## src/rtl/lab_serial_pkg.sv

```systemverilog
// Shared types and line constants for the lab serial blocks.
// The PARITY state is always encoded so that all builds share one state type.
package lab_serial_pkg;

    typedef enum logic [2:0] {
        IDLE,
        START,
        DATA,
        PARITY,
        STOP
    } tx_state_t;

    localparam logic LINE_IDLE = 1'b1;
    localparam logic START_BIT = 1'b0;
    localparam logic STOP_BIT  = 1'b1;

endpackage

```

## src/rtl/baud_tick_gen.sv

```systemverilog
// Bit-time divider: one-cycle Tick on the last clock of every bit period while En is high.
module baud_tick_gen #(
    parameter int CLKS_PER_BIT = 4
) (
    input  logic Clk,
    input  logic Reset,
    input  logic En,
    output logic Tick
);

    localparam int CW = (CLKS_PER_BIT > 1) ? $clog2(CLKS_PER_BIT) : 1;
    localparam logic [CW-1:0] LAST = CW'(CLKS_PER_BIT - 1);

    logic [CW-1:0] count;

    // Clearing while disabled makes every frame start on a fresh bit period.
    always_ff @(posedge Clk) begin
        if (Reset || !En) begin
            count <= '0;
        end else if (count == LAST) begin
            count <= '0;
        end else begin
            count <= count + 1'b1;
        end
    end

    assign Tick = En && (count == LAST);

endmodule

```

## src/rtl/sw_serial_tx.sv

```systemverilog
// Serial transmitter: start bit, DATA_W data bits LSB first, stop bit.
// Define SW_SERIAL_TX_PARITY_EN to insert an even-parity bit before the stop bit.
module sw_serial_tx
    import lab_serial_pkg::*;
#(
    parameter int DATA_W       = 8,
    parameter int CLKS_PER_BIT = 4
) (
    input  logic              Clk,
    input  logic              Reset,
    input  logic              Load,
    input  logic [DATA_W-1:0] D,
    output logic              Ready,
    output logic              Busy,
    output logic              TxD
);

    localparam int BW = $clog2(DATA_W + 1);
    localparam logic [BW-1:0] LASTBIT = BW'(DATA_W - 1);

    tx_state_t         state;
    logic [DATA_W-1:0] shiftreg;
    logic [DATA_W-1:0] nextshift;
    logic [BW-1:0]     bitcnt;
    logic              baud_en;
    logic              tick;
`ifdef SW_SERIAL_TX_PARITY_EN
    logic              paritybit;
`endif

    assign baud_en   = (state != IDLE);
    assign nextshift = shiftreg >> 1;
    assign Busy      = ~Ready;

    baud_tick_gen #(
        .CLKS_PER_BIT(CLKS_PER_BIT)
    ) u_baud (
        .Clk  (Clk),
        .Reset(Reset),
        .En   (baud_en),
        .Tick (tick)
    );

    // TxD is loaded with the next bit on the boundary tick, so it only moves between bits.
    always_ff @(posedge Clk) begin
        if (Reset) begin
            state    <= IDLE;
            shiftreg <= '0;
            bitcnt   <= '0;
            TxD      <= LINE_IDLE;
            Ready    <= 1'b1;
`ifdef SW_SERIAL_TX_PARITY_EN
            paritybit <= 1'b0;
`endif
        end else begin
            case (state)
                IDLE: begin
                    if (Load) begin
                        shiftreg <= D;
`ifdef SW_SERIAL_TX_PARITY_EN
                        paritybit <= ^D;
`endif
                        bitcnt   <= '0;
                        state    <= START;
                        TxD      <= START_BIT;
                        Ready    <= 1'b0;
                    end
                end
                START: begin
                    if (tick) begin
                        state <= DATA;
                        TxD   <= shiftreg[0];
                    end
                end
                DATA: begin
                    if (tick) begin
                        shiftreg <= nextshift;
                        if (bitcnt == LASTBIT) begin
                            bitcnt <= '0;
`ifdef SW_SERIAL_TX_PARITY_EN
                            state  <= PARITY;
                            TxD    <= paritybit;
`else
                            state  <= STOP;
                            TxD    <= STOP_BIT;
`endif
                        end else begin
                            bitcnt <= bitcnt + 1'b1;
                            TxD    <= nextshift[0];
                        end
                    end
                end
`ifdef SW_SERIAL_TX_PARITY_EN
                PARITY: begin
                    if (tick) begin
                        state <= STOP;
                        TxD   <= STOP_BIT;
                    end
                end
`endif
                STOP: begin
                    if (tick) begin
                        state <= IDLE;
                        TxD   <= LINE_IDLE;
                        Ready <= 1'b1;
                    end
                end
                default: begin
                    state  <= IDLE;
                    bitcnt <= '0;
                    TxD    <= LINE_IDLE;
                    Ready  <= 1'b1;
                end
            endcase
        end
    end

endmodule
```

## config.mk

```make
export PLATFORM = sky130hd
export DESIGN_NAME = sw_serial_tx
export DESIGN_NICKNAME = d
export VERILOG_FILES = /design/src/rtl/lab_serial_pkg.sv /design/src/rtl/baud_tick_gen.sv /design/src/rtl/sw_serial_tx.sv
export SDC_FILE = /design/constraint.sdc
export NUM_CORES = 1
export LEC_CHECK = 0
export BUFFER_PORTS_ARGS = -buffer_cell sky130_fd_sc_hd__buf_2
export CELL_PAD_IN_SITES_DETAIL_PLACEMENT = 0
export CELL_PAD_IN_SITES_GLOBAL_PLACEMENT = 1
export CORE_ASPECT_RATIO = 1.2
export CORE_MARGIN = 3
export CORE_UTILIZATION = 37
export CTS_CLUSTER_DIAMETER = 40
export DETAILED_ROUTE_END_ITERATION = 6
export GPL_TIMING_DRIVEN = 0
export PLACE_DENSITY_LB_ADDON = 0.2
export SLEW_MARGIN = 5
export SYNTH_ARGS = -nofsm -noshare
export SYNTH_HDL_FRONTEND = slang
export SYNTH_SLANG_ARGS = --single-unit
export TNS_END_PERCENT = 50
```

## constraint.sdc

```tcl
create_clock -name Clk -period 1.4 [get_ports Clk]
set_input_delay 0.28 -clock Clk [delete_from_list [all_inputs] [get_ports Clk]]
set_output_delay 0.28 -clock Clk [all_outputs]
set_load 0.005 [all_outputs]
```

Yosys cells after proc, flatten, opt, wreduce, memory -nomap -nowiden --
Cells that the tools add are included.
Word-level totals: logic and storage cells 55, output and inout bits 3, bits in registers 19, input port bits 11
Cells by class: equality and inequality tests 10, add/subtract/negate cells 2, bitwise logic cells 3, multiplexer cells 20, reductions and logical operators 14
Operators by type and width (count):
- 8-bit two-way mux | 2
- 8-bit one-hot mux with 2 select lines | 1
- 3-bit two-way mux | 5
- 4-bit two-way mux | 3
- 3-bit one-hot mux with 4 select lines | 1
- 4-bit one-hot mux with 3 select lines | 1
- 2-bit != test (second input constant) | 5
- 3-bit AND reduction | 3
- 2-bit OR reduction | 3
- 1-bit two-way mux | 5
- 5-bit AND reduction | 1
- 4-bit by 1-bit adder with 4-bit output (second input constant) | 1
- 4-bit by 3-bit == test with 1-bit output (second input constant) | 1
- 1-bit one-hot mux with 4 select lines | 1
- 4-bit AND reduction | 1
- 3-bit by 1-bit == test with 1-bit output (second input constant) | 1
- 3-bit by 2-bit == test with 1-bit output (second input constant) | 1
- 3-bit == test (second input constant) | 1
- 3-bit zero test | 1
- 1-bit NOT | 3
- 1-bit one-hot mux with 3 select lines | 1
- 3-bit nonzero test | 1
- 2-bit by 1-bit adder with 2-bit output (second input constant) | 1
- 2-bit == test (second input constant) | 1
- 4 further kinds | 4

Depth between registers and ports, before layout --
Gate-level depths: netlist of the first run.
word-level depth 4, gate-level depth with buffers 6, depth with buffers taken out 5

Hierarchy --
Synthesis of the first run repeated with hierarchy kept, for this count alone.
Unflattened totals: cells, all modules 119, area total of the unflattened synthesis 1064.8 µm²
Modules (own cells, without submodules):
- sw_serial_tx | times used 1, cells an instance 113, area each 978.4 µm², seq. area each 340.3 µm²
- baud_tick_gen | times used 1, cells an instance 6, area each 86.3 µm², seq. area each 40.0 µm²

Least setup slack after synthesis of the first run --
Ideal clock, no wire load.
path type register to register, start register u_baud.count[0], end register state[2], clock period less this slack 1.527 ns, required time 1.272 ns, cell stages (with the launch flop) 7, path slack -0.127 ns, setup time 0.128 ns, arrival time 1.400 ns, path buffers 1, cells stage by stage dfxtp_1 ha_1 clkbuf_1 mux2i_1 a211oi_2 mux2i_1 nor2_1
On the way: longest elaborated chain between the ends 4, elaborated cells between the ends (all ways) 6, those cells by class eq/ne: 4; reduce/logical: 2
Ends and longest elaborated chain:
- start: declaration | line baud_tick_gen.sv:14 | logic [CW-1:0] count;
- start signal: assignment | line baud_tick_gen.sv:23 | count <= count + 1'b1;
- 2-bit == test * | line baud_tick_gen.sv:27 | assign Tick = En && (count == LAST);
- 1-bit logical AND * | line baud_tick_gen.sv:27
- 2-bit != test (no source line)
- 5-bit AND reduction (no source line) *
- end signal: assignment | line sw_serial_tx.sv:47 | state <= IDLE;
- end signal: assignment | line sw_serial_tx.sv:64 | state <= START;
- end signal: assignment | line sw_serial_tx.sv:71 | state <= DATA;
- end: declaration | line sw_serial_tx.sv:21 | tx_state_t state;
Every way passes the cells marked *; elsewhere a longest branch is shown, timed or not. A chain may end at the register's enable or synchronous reset.

Worst setup path in the final report of the first run --
start register u_baud.count[0], end register TxD
On the way: longest elaborated chain between the ends 4, elaborated cells between the ends (all ways) 6, those cells by class eq/ne: 4; reduce/logical: 2
Ends and longest elaborated chain:
- 2-bit == test * | line baud_tick_gen.sv:27
- 1-bit logical AND * | line baud_tick_gen.sv:27
- 2-bit != test (no source line)
- 4-bit AND reduction (no source line) *
- end signal: assignment | line sw_serial_tx.sv:72 | TxD <= shiftreg[0];
- end signal: assignment | line sw_serial_tx.sv:89 | TxD <= nextshift[0];
- end: declaration | line sw_serial_tx.sv:15 | output logic TxD
Marks and branches as above.

==> run summary, run 1 <==
The power share of the clock group came out at 27.6%. The critical-path maximum fanout came out at 7. The dominant synthesized flop cell is dfxtp_1. The storage element area came out at 392 um^2.

The number of cells on the worst hold path is 3. The final wirelength came out at 2190 um. The detailed-route wire length per cell came out at 13.4 um. The detail route stage leaves a number of antenna-violating nets equal to 0.

The overall overflow remaining after global route came out at 0. The final hold violation count came out at 0. For this design the static power due to leakage is 0.486 nW. The area of the die is 3310 um^2. The first detailed-routing pass ran for 4 iterations. The routability congestion estimate from global placement came out at 0.811. Clock-pin slew was measured on the worst setup and hold paths at 100 ps. After filler insertion, the fill cell instance count of the layout stands at 238.

The placement row count is 19. The number of clock sinks is 19. The total number of vias came out at 871. The post-synthesis register bit count came out at 19.

The via count of the first global-routing pass is 823. The root cell of the clock tree is clkbuf_4. Max-cap violations in this run came to 0. The average vias per placed instance is 5.34. The boundary pin count is 14. The final net count is 146.

The total number of yosys warnings came out at 0. The synthesized netlist occupies a cell area of 981 um^2. The pin count of the biggest net entering global routing is 12.

Net switching is 26.8% of the power. The timing-limited maximum frequency is 0.690 GHz. TritonCTS built the clock tree.

The class of the worst hold path is input pin to flip-flop. By startpoint and endpoint, the worst setup path is classified as flip-flop to flip-flop. The number of antenna violations at the first check in global routing is 0. The total routing resource utilization after global routing is 14.2%.

Setup repair after global routing could not meet its margin everywhere. A synthesized cell averages 9.00 um^2. Clock latency on the worst-skew pair, taken at its later pin, is 310 ps. The top cell family by delay on the critical path is flip-flops. The worst reg2reg path endpoint is TxD. The fraction of registers with async set or reset after synthesis came out at 0%. Synthesis produced a netlist whose cell count is 109. The quantity of I/O buffers inserted on ports is 12.

The largest buffer count on any clock path came out at 2. The capturing element type of the critical path is a flip-flop. Counting flops with a built-in enable in the synthesized netlist gives 0. The fraction of power consumed by sequential logic is 56.9%. The number of H-tree levels came out at 1. The pin slew with the least headroom to its limit came out at 534 ps. Of the available clock period, the critical path in the final layout requires 104%. The net load switching power is 0.276 mW. The design draws 1.03 mW. Internal power comes to 0.756 mW. The critical path goes through ha_4 -> buf_8 -> nor4b_2 -> a211oi_2 -> buf_4 -> o31a_1. The core area came out at 2400 um^2. The number of unique standard cell types used by synthesis came out at 38. The max-slew violation count is 0. The final reports fail on setup timing. Once the floorplan was initialized, standard cells occupied 40.9% of the core.

The vertical extent of the die is 62.4 um. The smallest hold slack is 276 ps. Across all setup checks in the final design, the least slack found is -49.2 ps. On the critical path, the stage with the largest delay is an instance of dfxtp_2. Of the cells placed in the final design, the portion with a size suffix greater than 1 is 36.4%. The run finished, with violations left. For flop-to-flop paths, the worst setup slack is -50 ps.

Relative to the synthesized area, the layout overhead comes to 28.4%. Sequential elements use 38.8% of the synthesized area. The total negative setup slack is -80.4 ps. The first global-routing pass estimated 3600 um of wire. The path with the worst hold slack has its endpoint at shiftreg[7]. The worst vdd rail ir drop is 0.000581 V. The number of buffers and inverters on the critical path is 2. The startpoint identified for the worst register-to-register timing path is u_baud.count[0]. The data arrival time of the worst path came out at 1650 ps. Prior to clock tree synthesis, the placed netlist has a worst setup slack of -226 ps. The number of nets in the synthesized netlist is 122. The post-DP HPWL came out at 1470 um. The final-report setup violation count came out at 7. The sort of element at the start of the critical path is a flip-flop. The part of the total power dissipated in combinational logic came out at 15.5%. In the routed design, unresolved DRC markers number 0. The worst hold path begins at D[7].

The delay of the slowest cell on the worst path came out at 350 ps. The logic depth of the worst register-to-register path is 6. The worst-case clock skew is 10.8 ps. The minimum period implied by the final worst setup slack came out at 1450 ps.

The total inserted antenna cells is 0. In the final layout, the multi-input gates occupy 611 um^2. The horizontal extent of the die is 53.0 um. In this run the tightest slew margin relative to its limit is 64.4%. Data on the critical path is required at its endpoint by 1600 ps.

The power density relative to cell area came out at 819 nW/um^2. The number of buffers created by CTS came out at 3. For this block, the initial DRC count from the detailed router was 9.
flip-flops by register name, summed over array words and instances, names as in the netlist:
| signal | flops |
|---|---|
| u_baud.count | 2 |
| state | 3 |
| bitcnt | 4 |
| Ready | 1 |
| shiftreg | 8 |
| TxD | 1 |
through the flow:
step	instances	util (%)	cell area, um^2
after global routing	163	52.5	1260
after detailed placement	152	45.3	1090
after CTS	158	49.6	1190
after global placement	152	45.3	1090
after floorplan	109	-	988
final	163	52.5	1260
repair_timing:
action / CTS / global route
pin swaps: 5 / 5
buffers inserted: 2 / 5
gates resized for setup: 18 / 12
hold buffers: 0 / 0
setup endpoints to repair: 14 / 14
worst max path at each step:
| stage | startpoint | to | slack (ps) | cells past startpoint |
|---|---|---|---|---|
| detailed placement | u_baud.count[0] | state[2] | -230 | 6 |
| global route | state[1] | shiftreg[1] | -110 | 6 |
| finish | u_baud.count[0] | TxD | -50 | 6 |
| floorplan | state[1] | bitcnt[2] | -10 | 5 |
| CTS | u_baud.count[0] | state[2] | -60 | 6 |
| global placement | u_baud.count[0] | state[2] | -200 | 6 |
per-layer routing:
| layer | routed length (um) | GRT usage, % | part of all wire, % |
|---|---|---|---|
| met3 | 85 | 3.34 | 3.9 |
| met2 | 1060 | 21.9 | 48 |
| met5 | 0 | 0 | 0 |
| met4 | 42 | 6.71 | 1.9 |
| met1 | 1010 | 18.1 | 46 |
layout by cell type (no fill, tap or decap), drive strengths merged, types with 2 or more instances in the layout:
cell and count:
a211oi 9, a21oi 5, buf 25, clkbuf 5
dfxtp 19, ha 2, inv 2, mux2i 10
nand2 5, nand2b 2, nand3 2, nor2 13
nor2b 3, nor3 3, nor3b 2, nor4b 3
o21ai 3, or2 2, or3 2
logic make-up after synthesis:
| logic type | after synthesis | share of synthesized area, % |
|---|---|---|
| simple gates | 42 | 24.0 |
| flops | 19 | 38.8 |
| fa+ha+maj | 2 | 2.55 |
| compound gates | 25 | 18.4 |
| buf+inv | 10 | 4.97 |
| mux | 11 | 11.4 |
Yosys cell counts, types with 2 or more instances:
master,number,area [um^2]
nand3_1,2,10.0
nor3_1,2,10.0
buf_2,3,15.0
inv_1,2,7.51
buf_4,2,15.0
o21ai_0,3,15.0
a211oi_1,8,60.1
a21oi_1,5,25.0
nor4b_1,3,26.3
clkbuf_1,3,11.3
dfxtp_1,19,380
ha_1,2,25.0
mux2i_1,10,100
nor2b_1,3,18.8
nor2_1,13,48.8
or3_1,2,12.5
nand2b_1,2,12.5
nand2_1,5,18.8
power groups by stage:
| stage | combinational [mW] | sequential (mW) | clock (mW) |
|---|---|---|---|
| CTS | 0.135 | 0.587 | 0.294 |
| floorplan | 0.0894 | 0.596 | 0 |
| finish | 0.160 | 0.588 | 0.285 |
| global route | 0.180 | 0.591 | 0.319 |
| detailed placement | 0.129 | 0.600 | 0 |
| global placement | 0.129 | 0.598 | 0 |
worst register-to-register path: cells and delay by family, from the launching register on:
kind	cells	cell delay, ps
adder cells (fa/ha/maj)	1	170
AO/OA/AOI/OAI	2	320
AND/OR/NAND/NOR	1	230
flip-flops	1	350
buffers and inverters	2	280
layout make-up:
type	instances	area share, %
multi-input combinational	80	48.5
sequential	19	31.1
timing repair buffer	19	8.94
buffer	8	5.66
tap	31	3.08
clock buffer	3	1.79
inverter	2	0.596
clock inverter	1	0.397
No activity file was read; power rests on OpenSTA's default activity.
==> inputs of run 2 (changes only) <==
--- a/config.mk
+++ b/config.mk
@@ -14,7 +14,7 @@
 export CTS_CLUSTER_DIAMETER = 40
 export DETAILED_ROUTE_END_ITERATION = 6
 export GPL_TIMING_DRIVEN = 0
-export PLACE_DENSITY_LB_ADDON = 0.2
+export PLACE_DENSITY_LB_ADDON = 0.1
 export SLEW_MARGIN = 5
 export SYNTH_ARGS = -nofsm -noshare
 export SYNTH_HDL_FRONTEND = slang
==> run 2 against run 1 <==
Compared with the run above: the run still ends with setup timing left; clock skew fell by 8.5 ps; clock-buffer cell count did not move; sequential share of layout area fell by 0.32 points; first-iteration DRC count rose by 120%; global-route usage rose by 0.61 points; die area did not move; routed wire length fell by 0.46%; combinational power fell by 5%; final area rose by 0.40%.
==> run summary, run 2 (synthesized netlist as in run 1, its figures left out) <==
The flow ran to the end, but the final reports show violations. The checks that failed: setup timing. The final-report setup violation count came out at 4 (-3). The cell sitting at the root of the clock tree is a clkbuf_4. The number of clock sinks is 19 (unchanged). The leading cell type in the layout, fill and taps excluded is dfxtp_1. The headroom to the max-slew limit is 66.6% (+2.2 points). The number of H-tree levels is 1 (unchanged). The largest buffer count on any clock path came out at 2 (unchanged). The area of the die is 3310 um^2 (unchanged).

The horizontal extent of the die came out at 53.0 um (unchanged). The pin slew with the least headroom to its limit was 501 ps (-32.7 ps). The number of antenna violations at the first check in global routing came to 0 (unchanged).

The final non-filler cell area came out at 1260 um^2 (+0.40%). The max-slew violation count is 0 (unchanged). The area after detailed placement is 1090 um^2 (unchanged). The final wirelength is 2180 um (-0.46%). The routability congestion estimate from global placement is 0.832 (+2.6%).

The overall overflow remaining after global route was 0 (unchanged). The average vias per placed instance came out at 5.36 (+0.39%). The total number of vias came out at 869 (-0.23%). The static leakage came out at 0.486 nW (about the same). The growth of design area from synthesis to finish came out at 29.0%. The flip-flop count of the largest register after layout came out at 8 (unchanged). STA classifies the critical path startpoint as a flip-flop. The part of the cycle the worst path needs came out at 106% (+2.4 points). The detailed-route wire length per cell was 13.5 um (+0.16%). The global-route wire length before repair came to 3800 um (+5.6%). The setup slack after layout is -83.0 ps (-33.7 ps).

The fraction of final layout cells with drive strength greater than 1 came out at 34.4% (-2.0 points). The final hold violation count is 0 (unchanged). The largest register by flop count is shiftreg.

The total inserted antenna cells is 0 (unchanged). The number of remaining DRC errors is 0 (unchanged). The total routing resource utilization after global routing is 14.8% (+0.61 points).

Setup repair after global routing could not meet its margin everywhere. The vertical extent of the die is 62.4 um (unchanged). The minimum period implied by the final worst setup slack was 1480 ps (+33.7 ps). The final net count came out at 145 (-0.68%). Leaving out fill and tap cells, the most frequent cells in the layout are dfxtp_1 (14), nor2_1 (13), buf_2 (13). The clock tree from TritonCTS is yes. The post-route core utilization was 52.7% (+0.21 points).

The largest registers in the layout are shiftreg x8, bitcnt x4, state x3. The clock edge transition at the registers on the reported setup and hold paths came out at 110 ps (about the same). The total negative setup slack is -206 ps (-126 ps). The data arrival time of the worst path is 1660 ps (about the same). STA classifies the critical path endpoint as a flip-flop. The power density relative to cell area is 803 nW/um^2 (-2.0%). The quantity of I/O buffers inserted on ports is 12 (unchanged).

The via count of the first global-routing pass came out at 883 (+7.3%). The insertion delay of the later-clocked pin in the worst-skew pair came to 290 ps (-20 ps). The worst vdd rail ir drop came out at 0.000598 V (+3.0%). The boundary pin count is 14 (unchanged). The critical-path maximum fanout came out at 7 (unchanged). The required arrival time at the worst endpoint came out at 1580 ps (-20 ps). The initial cell density of the core is 40.9% (unchanged). The DRC marker count from the first detailed-route iteration is 20 (+11). The worst-case clock skew came to 2.24 ps (-8.52 ps). The placement row count is 19 (unchanged). The core area came out at 2400 um^2 (unchanged). In this run the worst hold path is classified as input pin to flip-flop. The post-DP HPWL is 1540 um (+4.4%).

The detailed-router iteration count before antenna repair is 4 (unchanged). The number of buffers created by CTS came to 3 (unchanged). The number of violations of the max-capacitance limit is 0 (unchanged). By startpoint and endpoint, the worst setup path is classified as flip-flop to flip-flop. The number of nets with antenna violations after detailed routing came out at 0 (unchanged). The pin count of the biggest net entering global routing came to 12 (unchanged). The timing-limited maximum frequency is 0.674 GHz (-2.3%).
-- run 2: final cells by class --
| class | count | area (um^2) |
|---|---|---|
| tap | 31 | 38.8 |
| inverter | 2 | 7.51 |
| clock buffer | 3 | 22.5 |
| sequential | 19 | 389 |
| timing repair buffer | 18 | 106 |
| multi-input combinational | 80 | 618 |
| clock inverter | 1 | 5.00 |
| buffer | 8 | 77.6 |
| fill | 237 | 1140 |
-- run 2: worst max-delay path, cell delays in order (launching register included) --
cell	delay (ps)
dfxtp_2	350
ha_4	180
clkbuf_16	160
buf_4	130
nor2b_1	120
mux2_4	270
a22oi_2	110
nor2_1	50
-- run 2: report_power, final --
part           switching (mW)  leakage [nW]  internal (mW)  total [mW]
Clock                   0.171        0.0177          0.106       0.277
Sequential             0.0199         0.158          0.567       0.587
Combinational          0.0734         0.310         0.0784       0.152
Total                   0.264         0.486          0.752        1.02
-- run 2: worst paths after layout --
path | depth (start not counted) | start | endpoint | slack, ps
max | 7 | u_baud.count[0] | bitcnt[3] | -80
min reg2reg | 1 | u_baud.count[0] | u_baud.count[0] | 450
max reg2reg | 7 | u_baud.count[0] | bitcnt[3] | -80
min | 3 | D[7] | shiftreg[7] | 280
-- run 2: metal layers --
layer  track usage [%]  share of wire (%)  vias up
met4              4.79               0.92        0
li1                  -                  -      439
met2              23.6                 48       13
met5                 0                  0        -
met1              19.4                 48      415
met3              3.10                3.4        2
-- run 2: metrics by stage --
stage	std cells	total power, mW	worst slack (ps)	hold slack, ps
global route	162	1.08	-162	265
finish	162	1.02	-83.0	278
global placement	152	0.727	-213	415
CTS	160	1.03	-69.2	265
floorplan	109	0.685	-13.1	408
detailed placement	152	0.729	-230	431
-- run 2: what timing repair did --
action | CTS | global route
resized for setup | 20 | 6
pin swaps | 6 | 3
hold endpoints to repair | 0 | 0
hold buffers | 0 | 0
buffers inserted | 4 | 1
setup endpoints to repair | 14 | 14
cloned | 0 | 1
==> inputs of run 3 (changes only) <==
--- a/config.mk
+++ b/config.mk
@@ -15,6 +15,7 @@
 export DETAILED_ROUTE_END_ITERATION = 6
 export GPL_TIMING_DRIVEN = 0
 export PLACE_DENSITY_LB_ADDON = 0.1
+export SKIP_LAST_GASP = 1
 export SLEW_MARGIN = 5
 export SYNTH_ARGS = -nofsm -noshare
 export SYNTH_HDL_FRONTEND = slang
==> run 3 against run 2 <==
Compared with the run above: the flow still finishes with violations (setup timing); clock skew about the same; core utilization decreased by 0.31 points; final area fell by 0.59%; critical path depth unchanged; combinational power hardly changed; clock-buffer cell count did not move; register-to-register slack barely moved; critical endpoint unchanged.
==> run summary, run 3 (synthesized netlist as in run 1, its figures left out) <==
The core area is 2400 um^2 (unchanged). The storage element area is 389 um^2 (unchanged). The final non-filler cell area is 1260 um^2 (-0.59%). The top cell family by delay on the critical path is flip-flops.

The final-report setup violation count came out at 4 (unchanged). The net switching share of the total power is 26.0% (about the same). The DRC marker count from the first detailed-route iteration came out at 21 (+5.0%). The max-slew violation count is 0 (unchanged).

Setup repair after global routing could not meet its margin everywhere. The number of remaining DRC errors came out at 0 (unchanged). The detailed-router iteration count before antenna repair came out at 4 (unchanged). The worst vdd rail ir drop is 0.000597 V (-0.16%). The critical-path maximum fanout came out at 7 (unchanged).

The net load switching power is 0.263 mW (-0.31%). The total number of vias is 853 (-1.8%). The root cell of the clock tree is clkbuf_4.

The leading cell type in the layout, fill and taps excluded is dfxtp_1. The fraction of power consumed by sequential logic is 57.9% (about the same). The smallest hold slack is 275 ps (-3.62 ps).

The post-DP HPWL came out at 1540 um (unchanged). The pin count of the biggest net entering global routing is 12 (unchanged). The part of the cycle the worst path needs is 106% (about the same). The routability congestion estimate from global placement came out at 0.832 (unchanged).

The quantity of I/O buffers inserted on ports came out at 12 (unchanged). The count of hold-fix buffers inserted at cts is 0 (unchanged). The setup slack after layout is -81.8 ps (+1.17 ps). STA classifies the critical path endpoint as a flip-flop. The post-route core utilization is 52.4% (-0.31 points). The global-route wire length before repair is 3800 um (unchanged).

The worst setup path is of the flip-flop to flip-flop kind. The total inserted antenna cells is 0 (unchanged). The number of buffers created by CTS is 3 (unchanged). The total routing resource utilization after global routing came to 14.8% (unchanged). The initial cell density of the core is 40.9% (unchanged). The count of buffer and inverter cells on the critical path was 2 (unchanged). The minimum period implied by the final worst setup slack is 1480 ps (-1.17 ps). The worst setup path is launched from a flip-flop. The static leakage came to 0.483 nW (-0.65%). The area after detailed placement came to 1090 um^2 (unchanged). The growth of design area from synthesis to finish came out at 28.2%. The cell internal power dissipation came out at 0.751 mW (-0.18%). The area of the die came to 3310 um^2 (unchanged). The flip-flop count of the largest register after layout is 8 (unchanged). The detailed-route wire length per cell came to 13.4 um (-0.32%). The number of antenna violations at the first check in global routing is 0 (unchanged).

The horizontal extent of the die came to 53.0 um (unchanged). The required arrival time at the worst endpoint is 1580 ps (about the same). The largest register by flop count is shiftreg.

The pin slew with the least headroom to its limit came to 473 ps (-27.9 ps). The data arrival time of the worst path is 1660 ps (about the same). The delay of the slowest cell on the worst path is 350 ps (about the same). The run finished, with violations left. The final reports fail on setup timing.

The number of violations of the max-capacitance limit came out at 0 (unchanged). The tightest min-delay check is of the input pin to flip-flop type. The part of the total power dissipated in combinational logic is 14.7% (-0.2 points). The boundary pin count came out at 14 (unchanged). The largest registers in the layout are shiftreg x8, bitcnt x4, state x3. Leaving out fill and tap cells, the most frequent cells in the layout are dfxtp_1 (14), nor2_1 (13), buf_2 (13).

The via count of the first global-routing pass came out at 883 (unchanged). The worst-case clock skew came out at 1.95 ps (-0.295 ps). The power share of the clock group came out at 27.4% (about the same). The vertical extent of the die was 62.4 um (unchanged). The largest buffer count on any clock path came out at 2 (unchanged). The final net count is 145 (unchanged).

The headroom to the max-slew limit was 68.4% (+1.9 points). The number of clock sinks came to 19 (unchanged). The layout filler cell count came to 236 (-0.42%). The number of nets with antenna violations after detailed routing came out at 0 (unchanged). The number of H-tree levels is 1 (unchanged). The final wirelength came out at 2180 um (-0.32%).

The average vias per placed instance is 5.27 (-1.8%). The critical-path cell with the highest stage delay is dfxtp_2. The fraction of final layout cells with drive strength greater than 1 is 33.6% (-0.76 points).

The insertion delay of the later-clocked pin in the worst-skew pair came to 290 ps (about the same). The final hold violation count came out at 0 (unchanged). The power density relative to cell area is 806 nW/um^2 (+0.38%).

Walking the worst path, the cells encountered are ha_4 -> clkbuf_16 -> buf_4 -> nor2b_1 -> mux2_4 -> a22oi_2 -> nor2_1. The overall overflow remaining after global route is 0 (unchanged). The timing-limited maximum frequency came to 0.675 GHz (about the same). TritonCTS built the clock tree. The clock edge transition at the registers on the reported setup and hold paths is 110 ps (about the same). The placement row count came out at 19 (unchanged). The combined area of the multi-input logic cells is 614 um^2 (-0.61%).
[run 3: cell counts in the layout (fill, tap and decap cells not counted)]
No cell type changed its count.
[run 3: routing by layer]
layer  vias up  GRT usage, %  share of wire, %
met3         2          3.10               3.4
met1       400          19.4                48
li1        438             -                 -
met5         -             0                 0
met4         0          4.79              0.92
met2        13          23.6                48
[run 3: path summary, 6_finish.rpt]
path                        start         endpoint  slack, ps  cells past startpoint
hold / removal               D[7]      shiftreg[7]        270                      3
hold reg to reg   u_baud.count[0]  u_baud.count[0]        450                      1
setup reg to reg  u_baud.count[0]        bitcnt[3]        -80                      7
setup / recovery  u_baud.count[0]        bitcnt[3]        -80                      7
[run 3: layout make-up]
class	count	share of cell area, %
buffer	8	6.17
clock buffer	3	1.79
clock inverter	1	0.398
inverter	2	0.597
multi-input combinational	80	48.9
sequential	19	30.9
tap	31	3.08
timing repair buffer	18	8.16
[run 3: power groups by stage]
| stage | Clock, mW | Combinational [mW] | Sequential (mW) |
|---|---|---|---|
| after detailed placement | 0 | 0.130 | 0.599 |
| final | 0.277 | 0.149 | 0.587 |
| after CTS | 0.297 | 0.149 | 0.587 |
| after global placement | 0 | 0.129 | 0.598 |
| after global routing | 0.316 | 0.169 | 0.593 |
| after floorplan | 0 | 0.0894 | 0.596 |
[run 3: worst reg2reg max path, cell delays in order (launching register included)]
cell	delay, ps
dfxtp_2	350
ha_4	180
clkbuf_16	160
buf_4	130
nor2b_1	120
mux2_4	270
a22oi_2	110
nor2_1	50
[run 3: per-stage QoR]
step	setup slack [ps]	instances	TNS, ps	power [mW]
floorplan	-13.1	109	-16.6	0.685
global placement	-213	152	-1620	0.727
detailed placement	-230	152	-1580	0.729
CTS	-69.2	160	-128	1.03
global route	-162	162	-1050	1.08
finish	-81.8	162	-200	1.01
[run 3: repair_timing]
| item | CTS | global route |
|---|---|---|
| resized for setup | 20 | 4 |
| endpoints found under the setup margin | 14 | 14 |
| buffers inserted | 4 | 1 |
| pin swaps | 5 | 2 |
| cloned | 0 | 1 |
